File: src/rtl/tlb_pkg.sv
// Shared types and field layout for the 16-entry joint TLB.
// The packed entry layout is also the TLBR image that CP0 latches.
package tlb_pkg;

    localparam int TLBNUM    = 16;
    localparam int TLB_IDX_W = $clog2(TLBNUM);
    localparam int ENTRY_W   = 78;

    localparam int VPN2_MSB = 77;
    localparam int VPN2_LSB = 59;
    localparam int ASID_MSB = 58;
    localparam int ASID_LSB = 51;
    localparam int G_BIT    = 50;
    localparam int PFN0_MSB = 49;
    localparam int PFN0_LSB = 30;
    localparam int C0_MSB   = 29;
    localparam int C0_LSB   = 27;
    localparam int D0_BIT   = 26;
    localparam int V0_BIT   = 25;
    localparam int PFN1_MSB = 24;
    localparam int PFN1_LSB = 5;
    localparam int C1_MSB   = 4;
    localparam int C1_LSB   = 2;
    localparam int D1_BIT   = 1;
    localparam int V1_BIT   = 0;

    typedef struct packed {
        logic [18:0] vpn2;
        logic [7:0]  asid;
        logic        g;
    } tlb_tag_t;

    typedef struct packed {
        logic [19:0] pfn;
        logic [2:0]  c;
        logic        d;
        logic        v;
    } tlb_page_t;

    typedef struct packed {
        tlb_tag_t  tag;
        tlb_page_t p0;
        tlb_page_t p1;
    } tlb_entry_t;

    typedef struct packed {
        logic                 found;
        logic [TLB_IDX_W-1:0] index;
        tlb_page_t            page;
    } tlb_result_t;

endpackage

File: src/rtl/tlb_match.sv
// Combinational associative compare of one VPN2/ASID against every entry tag.
// Returns the lowest matching index when several entries hit.
module tlb_match
    import tlb_pkg::*;
(
    input  logic [18:0]          vpn2,
    input  logic [7:0]           asid,
    input  tlb_tag_t             tags [TLBNUM],
    output logic                 hit,
    output logic [TLB_IDX_W-1:0] index
);

    always_comb begin
        // NOTE: every output gets a default before the loop so no latch is inferred.
        hit   = 1'b0;
        index = '0;
        // Scanning downwards lets the lowest matching index overwrite the others.
        for (int i = TLBNUM - 1; i >= 0; i--) begin
            if (tags[i].vpn2 == vpn2 && (tags[i].g || tags[i].asid == asid)) begin
                hit   = 1'b1;
                index = TLB_IDX_W'(i);
            end
        end
    end

endmodule

File: src/rtl/tlb_array.sv
// Joint MIPS TLB: CP0 write/read/probe, two registered lookup ports and Random.
// All lookups and probes compare against pre-write contents in a write cycle.
module tlb_array
    import tlb_pkg::*;
(
    input  logic                 clk,
    input  logic                 resetn,

    input  logic                 s0_req,
    input  logic [18:0]          s0_vpn2,
    input  logic                 s0_odd,
    input  logic [7:0]           s0_asid,
    output logic                 s0_found,
    output logic [TLB_IDX_W-1:0] s0_index,
    output logic [19:0]          s0_pfn,
    output logic [2:0]           s0_c,
    output logic                 s0_d,
    output logic                 s0_v,

    input  logic                 s1_req,
    input  logic [18:0]          s1_vpn2,
    input  logic                 s1_odd,
    input  logic [7:0]           s1_asid,
    output logic                 s1_found,
    output logic [TLB_IDX_W-1:0] s1_index,
    output logic [19:0]          s1_pfn,
    output logic [2:0]           s1_c,
    output logic                 s1_d,
    output logic                 s1_v,

    input  logic                 tlbwi,
    input  logic                 tlbwr,
    input  logic [31:0]          cp0_index,
    input  logic [31:0]          cp0_entryhi,
    input  logic [31:0]          cp0_entrylo0,
    input  logic [31:0]          cp0_entrylo1,

    input  logic [TLB_IDX_W-1:0] r_index,
    output logic [ENTRY_W-1:0]   r_data,

    input  logic                 p_req,
    output logic                 p_done,
    output logic                 p_notfound,
    output logic [TLB_IDX_W-1:0] p_index,

    output logic [TLB_IDX_W-1:0] random
);

    tlb_entry_t           entries [TLBNUM];
    tlb_tag_t             tags    [TLBNUM];
    tlb_entry_t           wr_entry;
    logic [ENTRY_W-1:0]   wr_bits;
    logic                 wr_en;
    logic [TLB_IDX_W-1:0] wr_idx;

    logic                 s0_hit, s1_hit, p_hit;
    logic [TLB_IDX_W-1:0] s0_hit_idx, s1_hit_idx, p_hit_idx;
    tlb_result_t          s0_next, s1_next, s0_res, s1_res;

    logic unused_cp0_bits;
    assign unused_cp0_bits = ^{cp0_index[31:TLB_IDX_W], cp0_entryhi[12:8],
                               cp0_entrylo0[31:26], cp0_entrylo1[31:26]};

    // Field placement follows the TLBR image so r_data is a plain view of storage.
    always_comb begin
        wr_bits                     = '0;
        wr_bits[VPN2_MSB:VPN2_LSB]  = cp0_entryhi[31:13];
        wr_bits[ASID_MSB:ASID_LSB]  = cp0_entryhi[7:0];
        wr_bits[G_BIT]              = cp0_entrylo0[0] & cp0_entrylo1[0];
        wr_bits[PFN0_MSB:PFN0_LSB]  = cp0_entrylo0[25:6];
        wr_bits[C0_MSB:C0_LSB]      = cp0_entrylo0[5:3];
        wr_bits[D0_BIT]             = cp0_entrylo0[2];
        wr_bits[V0_BIT]             = cp0_entrylo0[1];
        wr_bits[PFN1_MSB:PFN1_LSB]  = cp0_entrylo1[25:6];
        wr_bits[C1_MSB:C1_LSB]      = cp0_entrylo1[5:3];
        wr_bits[D1_BIT]             = cp0_entrylo1[2];
        wr_bits[V1_BIT]             = cp0_entrylo1[1];
        wr_entry                    = tlb_entry_t'(wr_bits);
    end

    assign wr_en  = tlbwi | tlbwr;
    assign wr_idx = tlbwi ? cp0_index[TLB_IDX_W-1:0] : random;

    always_ff @(posedge clk or negedge resetn) begin
        if (!resetn) begin
            // NOTE: storage is reset because a lookup right after reset must hit a defined all-zero entry 0.
            for (int i = 0; i < TLBNUM; i++) entries[i] <= '0;
        end else if (wr_en) begin
            // NOTE: non-blocking so same-edge readers of entries see the old contents.
            entries[wr_idx] <= wr_entry;
        end
    end

    always_comb begin
        for (int i = 0; i < TLBNUM; i++) tags[i] = entries[i].tag;
    end

    assign r_data = entries[r_index];

    tlb_match u_match_s0 (.vpn2(s0_vpn2), .asid(s0_asid), .tags(tags),
                          .hit(s0_hit), .index(s0_hit_idx));
    tlb_match u_match_s1 (.vpn2(s1_vpn2), .asid(s1_asid), .tags(tags),
                          .hit(s1_hit), .index(s1_hit_idx));
    tlb_match u_match_p  (.vpn2(cp0_entryhi[31:13]), .asid(cp0_entryhi[7:0]), .tags(tags),
                          .hit(p_hit), .index(p_hit_idx));

    // V is deliberately passed through rather than gating found; the core raises TLB Invalid.
    always_comb begin
        s0_next.found = s0_hit;
        s0_next.index = s0_hit_idx;
        s0_next.page  = s0_odd ? entries[s0_hit_idx].p1 : entries[s0_hit_idx].p0;
        s1_next.found = s1_hit;
        s1_next.index = s1_hit_idx;
        s1_next.page  = s1_odd ? entries[s1_hit_idx].p1 : entries[s1_hit_idx].p0;
    end

    always_ff @(posedge clk or negedge resetn) begin
        if (!resetn) begin
            s0_res <= '0;
            s1_res <= '0;
        end else begin
            if (s0_req) s0_res <= s0_next;
            if (s1_req) s1_res <= s1_next;
        end
    end

    always_ff @(posedge clk or negedge resetn) begin
        if (!resetn) begin
            p_done     <= 1'b0;
            p_notfound <= 1'b0;
            p_index    <= '0;
        end else begin
            p_done <= p_req;
            if (p_req) begin
                p_notfound <= !p_hit;
                p_index    <= p_hit ? p_hit_idx : '0;
            end
        end
    end

    // Free-running down counter; 4-bit wrap gives 0 -> 15 for free.
    always_ff @(posedge clk or negedge resetn) begin
        if (!resetn) random <= '1;
        else         random <= random - 1'b1;
    end

    assign s0_found = s0_res.found;
    assign s0_index = s0_res.index;
    assign s0_pfn   = s0_res.page.pfn;
    assign s0_c     = s0_res.page.c;
    assign s0_d     = s0_res.page.d;
    assign s0_v     = s0_res.page.v;
    assign s1_found = s1_res.found;
    assign s1_index = s1_res.index;
    assign s1_pfn   = s1_res.page.pfn;
    assign s1_c     = s1_res.page.c;
    assign s1_d     = s1_res.page.d;
    assign s1_v     = s1_res.page.v;

endmodule

File: config.mk
export PLATFORM = sky130hd
export DESIGN_NAME = tlb_array
export DESIGN_NICKNAME = d
export VERILOG_FILES = /design/src/rtl/tlb_pkg.sv /design/src/rtl/tlb_match.sv /design/src/rtl/tlb_array.sv
export SDC_FILE = /design/constraint.sdc
export NUM_CORES = 2
export LEC_CHECK = 0
export CORE_ASPECT_RATIO = 0.8
export CORE_MARGIN = 4
export CORE_UTILIZATION = 31
export CTS_CLUSTER_SIZE = 40
export DETAILED_ROUTE_END_ITERATION = 8
export SETUP_SLACK_MARGIN = 0.15
export SLEW_MARGIN = 5
export SYNTH_ARGS = -nofsm -noshare
export SYNTH_HDL_FRONTEND = slang
export SYNTH_SLANG_ARGS = --single-unit
File: constraint.sdc
create_clock -name clk -period 5.2 [get_ports clk]
set_input_delay 0.78 -clock clk [delete_from_list [all_inputs] [get_ports clk]]
set_output_delay 0.78 -clock clk [all_outputs]
set_load 0.05 [all_outputs]
### Word-level counts from Yosys, hierarchy flattened

Cells that the tools add are included.

| cells by class | value |
|---|---|
| $lt $le $gt $ge | 5 |
| reductions and logical operators | 98 |
| equal/unequal tests | 96 |
| multiplexer cells | 112 |
| bitwise operators | 6 |
| add/subtract/negate cells | 1 |

Operators with widths:

| operator | number |
|---|---|
| $bwmux 1248 | 1 |
| $bmux 78 s4 | 3 |
| $eq 19x19->1 | 48 |
| $eq 8x8->1 | 48 |
| $demux 78 s4 | 1 |
| $mux 78 | 3 |
| $mux 4 | 50 |
| $mux 50 | 4 |
| $mux 25 | 2 |
| $logic_and 1x1->1 | 49 |
| $logic_or 1x1->1 | 48 |
| $mux 1 | 48 |
| $ge 5x5->1 const B | 4 |
| $not 4->5 | 4 |
| $lt 5x1->1 const B | 1 |
| $sub 4x1->4 const B | 1 |
| $and 1x1->1 | 1 |
| $logic_not 1->1 | 1 |
| $or 1x1->1 | 1 |

| storage, ports and cells | value |
|---|---|
| register bits | 1318 |
| logic and storage cells | 510 |
| output and inout port bits | 148 |
| input bits | 195 |

### Depth between registers and ports, before layout

| logic depth | value |
|---|---|
| word-level depth | 24 |
| gate-level depth with buffers | 20 |
| gate-level depth less buffers | 11 |

### By module

A second synthesis with hierarchy kept.

| second synthesis, totals | value |
|---|---|
| cells, all modules | 7100 |
| area total of the unflattened synthesis | 87605.3 sq um |

Modules (own cells, without submodules):

| module | instances | sequential area each (sq um) | cells an instance | area each (sq um) |
|---|---|---|---|---|
| tlb_array | 1 | 32986.6 | 5066 | 71705.0 |
| tlb_match | 3 | 0.0 | 678 | 5300.1 |

### Least setup slack after synthesis

No wires, ideal clock.

| path | value |
|---|---|
| path kind | in2reg |
| start point | input port s1_asid[1] |
| end point | register s1_res (netlist bit s1_pfn[2]) |
| cell stages on the path | 18 |
| path buffers | 7 |
| data required time | 5.122 ns |
| library setup time | 0.078 ns |
| data arrival time | 4.154 ns |
| setup slack | 0.968 ns |
| path through | buf_2 -> buf_6 -> xor2_1 -> nor4_1 -> a21oi_1 -> or4_4 -> a2111oi_4 -> and2_1 -> buf_6 -> a21oi_2 -> buf_6 -> buf_12 -> buf_12 -> buf_8 -> mux2i_1 -> a2111oi_0 -> nand4_1 -> o2bb2ai_1 |

| between the ends | value |
|---|---|
| longest elaborated chain between the ends | 24 |
| elaborated cells between the ends (all ways) | 69 |

RTL lines:

| what | RTL line | text |
|---|---|---|
| start: declaration | tlb_array.sv:23 | `input logic [7:0] s1_asid,` |
| $eq 8x8->1 | tlb_match.sv:19 | `if (tags[i].vpn2 == vpn2 && (tags[i].g \|\| tags[i].asid == asid)) begin` |
| $logic_or 1x1->1 | tlb_match.sv:19 |  |
| $logic_and 1x1->1 | tlb_match.sv:19 |  |
| $mux 4 (15 in a row) | tlb_match.sv:19 |  |
| $mux 4 * | tlb_match.sv:19 |  |
| $not 4->5 (implied by the code) * | tlb_array.sv:114 | `s1_next.page = s1_odd ? entries[s1_hit_idx].p1 : entries[s1_hit_idx].p0;` |
| $bmux 78 s4 * | tlb_array.sv:114 |  |
| $mux 50 (implied by the code) * (2 in a row) | tlb_array.sv:114 |  |
| $mux 25 * | tlb_array.sv:114 |  |
| end signal: assignment | tlb_array.sv:123 | `if (s1_req) s1_res <= s1_next;` |
| end: declaration | tlb_array.sv:58 | `tlb_result_t s0_next, s1_next, s0_res, s1_res;` |

Every way passes the cells marked *; elsewhere a longest branch is shown, timed or not. The select of a mux whose other input is x is not followed.
A chain may end at the register's enable or synchronous reset.

### Worst setup path in the final report

| path | value |
|---|---|
| start point | input port s0_vpn2[9] |
| end point | register s0_res (netlist bit s0_pfn[11]) |

| between the ends | value |
|---|---|
| longest elaborated chain between the ends | 23 |
| elaborated cells between the ends (all ways) | 53 |

RTL lines:

| what | RTL line | text |
|---|---|---|
| start: declaration | tlb_array.sv:10 | `input logic [18:0] s0_vpn2,` |
| $eq 19x19->1 | tlb_match.sv:19 |  |
| $logic_and 1x1->1 | tlb_match.sv:19 |  |
| $mux 4 (15 in a row) | tlb_match.sv:19 |  |
| $mux 4 * | tlb_match.sv:19 |  |
| $not 4->5 (implied by the code) * | tlb_array.sv:111 | `s0_next.page = s0_odd ? entries[s0_hit_idx].p1 : entries[s0_hit_idx].p0;` |
| $bmux 78 s4 * | tlb_array.sv:111 |  |
| $mux 50 (implied by the code) * (2 in a row) | tlb_array.sv:111 |  |
| $mux 25 * | tlb_array.sv:111 |  |
| end signal: assignment | tlb_array.sv:122 | `if (s0_req) s0_res <= s0_next;` |
| end: declaration | tlb_array.sv:58 |  |

Marks and branches as above.

==> flow_metrics.py <==
metrics = {
    "synthesis": {
        "synthArstFlopShare_pct": 100.0,
        "synthMuxAreaShare_pct": 29.45,
        "syn_nets": 8036,
        "synth_edf_count": 0,
        "synth_cells": 7840,
        "yosys_most_used_dff": "dfrtp_1",
        "seq_area_frac_synth_pct": 37.12,
        "yosys_warnings": 0,
        "synth_xor_area_share_pct": 12.79,
        "avgSynthCellArea_um2": 11.33,
        "ys_ff_latch": 1318,
        "synth_compound_area_share_pct": 8.217,
        "synth_top_family_by_area": "multiplexers",
        "synth_fa_ha_area_share_pct": 0.01408,
        "synthSimpleGateAreaFrac_pct": 8.059,
        "syn_area_mm2": 0.08886,
        "netlist-cell-type-count": 78,
    },
    "power_and_ir_drop": {
        "pwr_density_cell_mw_per_mm2": 363.2,
        "p_leak_uw": 0.04537,
        "ir_drop_mv": 0.2743,
        "p_seq_share_pct": 41.7,
        "switching_share_pct": 36.92,
        "clockPowerShare_pct": 29.2,
        "p_int_uw": 24640,
        "p_switching_uw": 14420,
        "combPwrFrac_pct": 29.1,
    },
    "sta": {
        "fin_skew_ps": 121.8,
        "drv_slew": 0,
        "finalHoldViolCount": 0,
        "min_period_over_period_pct": 97.21,
        "setup_violations": 0,
        "period_needed_ps": 5055,
        "layout_setup_ws_ps": 145.1,
        "rsz0062_at_grt": "yes",
        "slew_headroom_pct": 13.53,
        "fmax_ghz": 0.1978,
        "worstMarginPinSlew_ps": 1297,
        "finalSetupTns_ps": 0,
    },
    "route": {
        "ant_nets": 0,
        "dr.pass1.iters": 8,
        "initialDrtViolationCount": 11210,
        "avgRoutedWirePerCell_um": 35.02,
        "drc": 0,
        "routed_via_density": 6.276,
        "num_vias": 77100,
        "drt_wl_total_um": 430100,
    },
    "clock_network": {
        "cts_max_level": 4,
        "root_buffer": "clkbuf_16",
        "clk_pin_slew_ps": 60,
        "cts.sink_count": 1318,
        "cts_tree": "yes",
        "clockBufferDepth": 4,
        "clock_latency_ps": 920,
        "cts_buffers": 160,
    },
    "placed_design": {
        "dp_hpwl_um": 295400,
        "portBuffers": 297,
        "gp_congestion": 1.010,
        "place_ws_ps": -565.8,
    },
    "worst_setup_path": {
        "critPathCaptureType": "flip-flop",
        "crit_path_max_incr_delay_ps": 720,
        "worstRegToRegCells": 15,
        "required_ps": 5880,
        "cpMaxStageDelayCell": "nor4_1",
        "path_common_cell": "buf_4",
        "rr_endpoint": "s0_pfn[11]$_DFFE_PN0P_",
        "r2r_setup_slack_ps": 340,
        "rr_startpoint": "entries[779]$_DFFE_PN0P_",
        "critPathKind": "input port to flip-flop",
        "start_kind": "input port",
        "crit_chain": "clkdlybuf4s50_1 > buf_12 > buf_4 > xor2_1 > nor4_1 > buf_4 > nand2_1 > or4_1 > o21ai_0 > buf_4 > a211oi_4 > a21boi_4 > buf_12 > mux2i_1 > a2111oi_0 > buf_4 > nand4_1 > o41ai_1",
        "cp_data_arrival_time_ps": 5740,
        "crit_fanout": 14,
    },
    "global_routing": {
        "grt_pass1_wl_um": 598100,
        "grt_max_degree": 143,
        "track_usage_pct": 28.17,
        "grt.overflow.total": 0,
        "grt_antenna_before_repair": 40,
        "grt_pass1_vias": 75970,
    },
    "floorplanning": {
        "die_y_um": 486.9,
        "io_pins": 343,
        "die_w_um": 606.6,
        "dieArea_mm2": 0.2953,
        "start_util_pct": 31.19,
        "fp.coreArea_mm2": 0.2849,
        "rows": 175,
    },
    "status": {
        "status": "completed",
    },
    "final_layout": {
        "drive_above_1_share_pct": 33.44,
        "nets": 8529,
        "multi_input_area_mm2": 0.05246,
        "area_growth_pct": 21.01,
        "regArea_mm2": 0.03299,
        "fillers": 27330,
    },
    "run": {
        "cap_violations": 0,
    },
    "min_path": {
        "hold_path.class": "input port to flip-flop",
        "hold_path_depth": 2,
        "hp-start": "cp0_entryhi[4]",
        "min_to": "entries[445]$_DFFE_PN0P_",
    },
}
## kinds of logic (layout without fill, tap and decap cells)
| group | Yosys count | after routing |
|---|---|---|
| adders and majority gates | 1 | 1 |
| and+or+nand+nor | 1341 | 1341 |
| buffers and inverters | 867 | 1472 |
| other | 0 | 34 |
| xor gates and xnor gates | 1298 | 1298 |
| AOI/OAI and AO/OA | 1040 | 1040 |
| muxes | 1975 | 1975 |
| DFF | 1318 | 1318 |
## registers in the layout, summed over array words and instances (netlist names), 3 cells and up
signal,count
s0_c,3
s1_c,3
s0_pfn,20
s1_index,4
p_index,4
s0_index,4
entries,1248
s1_pfn,20
random,4
## layout by cell type, fill, tap and decap left out, drive strengths merged, types with 26 or more instances in the layout
master	netlist	routed
o2bb2ai	26	26
a211oi	34	34
mux4	390	390
diode	0	34
o21ai	203	203
dfrtp	1314	1314
a21oi	210	210
or3	82	82
nand3b	50	50
xor2	1111	1111
a221oi	32	32
nand4	115	115
clkdlybuf4s50	0	233
o22ai	75	75
mux2	1214	1214
a32oi	54	54
buf	318	885
o211ai	54	54
mux2i	371	371
xnor2	187	187
nand3	97	97
and2	84	84
o2111ai	27	27
nor2	160	160
nor3	53	53
a2111oi	176	176
clkbuf	470	221
clkinv	1	38
nand2	328	328
inv	78	82
nor4	301	301
## routing by layer
layer,vias up,part of all wire (%),GRT usage (%)
met2,5908,40,38.22
met1,39490,39,37.88
met4,28,7.3,17.09
met3,1472,13,10.18
met5,-,0.065,0.1474
li1,30200,-,-
## area by class of cell
type	count	area share, %
multi-input combinational	5655	48.79
sequential	1318	30.67
timing repair buffer	1119	10.98
tap	3805	4.427
clock buffer	221	4.311
clock inverter	53	0.4619
inverter	79	0.2769
antenna	34	0.07912
## stage by stage
| stage | std cells | area, µm² | power, µW | hold WS [ps] | util (%) |
|---|---|---|---|---|---|
| 3_3_place_gp | 11980 | 102300 | 27080 | 495.6 | 35.91 |
| 2_1_floorplan | 7840 | 88860 | 22390 | 484.4 | - |
| 5_1_grt | 12270 | 107500 | 40390 | 417.7 | 37.73 |
| 6_report | 12280 | 107500 | 39060 | 460.9 | 37.75 |
| 3_5_place_dp | 11980 | 102300 | 27380 | 499.5 | 35.91 |
| 4_1_cts | 12250 | 107400 | 38860 | 400.4 | 37.71 |
## how the worst max path moves through the flow
stage	startpoint	end	slack, ps	cells after the start
after CTS	s1_vpn2[7]	s1_pfn[14]$_DFFE_PN0P_	270	18
final	s0_vpn2[9]	s0_pfn[11]$_DFFE_PN0P_	150	18
after global routing	s1_vpn2[9]	s1_pfn[16]$_DFFE_PN0P_	130	18
after floorplan	s1_asid[1]	s1_pfn[2]$_DFFE_PN0P_	970	18
after detailed placement	s1_vpn2[7]	s1_pfn[14]$_DFFE_PN0P_	-570	18
after global placement	s1_vpn2[7]	s1_pfn[17]$_DFFE_PN0P_	-610	19
## power by group through the flow
stage	clock network (µW)	logic [µW]	registers (µW)
global route	12000	12000	16500
CTS	11600	11200	16100
floorplan	0	7420	15000
global placement	0	11000	16100
detailed placement	0	11100	16300
finish	11400	11400	16300
## critical path, delay by kind of cell
| family | cells | cell delay [ps] |
|---|---|---|
| simple gates | 4 | 1470 |
| mux | 1 | 180 |
| buf+inv | 7 | 1650 |
| xor+xnor | 1 | 160 |
| compound gates | 5 | 1470 |
## timing repair
action	CTS	global route
endpoints found under the setup margin	0	22
buffers inserted	0	0
gates resized for setup	0	5
hold buffers	1	0
hold endpoints to repair	72	0
## Yosys cell counts, types with 82 or more instances
| library cell | number | area share [%] |
|---|---|---|
| nor2_1 | 160 | 0.68 |
| buf_2 | 107 | 0.60 |
| mux2_2 | 1214 | 15 |
| a21oi_1 | 208 | 1.2 |
| a2111oi_0 | 175 | 1.7 |
| dfrtp_1 | 1314 | 37 |
| nand3_1 | 97 | 0.55 |
| nor4_1 | 300 | 2.1 |
| clkbuf_1 | 469 | 2.0 |
| buf_1 | 126 | 0.53 |
| mux2i_1 | 371 | 4.2 |
| mux4_2 | 390 | 9.9 |
| nand2_1 | 327 | 1.4 |
| nand4_1 | 115 | 0.81 |
| xor2_1 | 1111 | 11 |
| or3_1 | 82 | 0.58 |
| o21ai_0 | 198 | 1.1 |
| xnor2_1 | 187 | 1.8 |
Note: power is estimated with default switching activity, not from simulation.
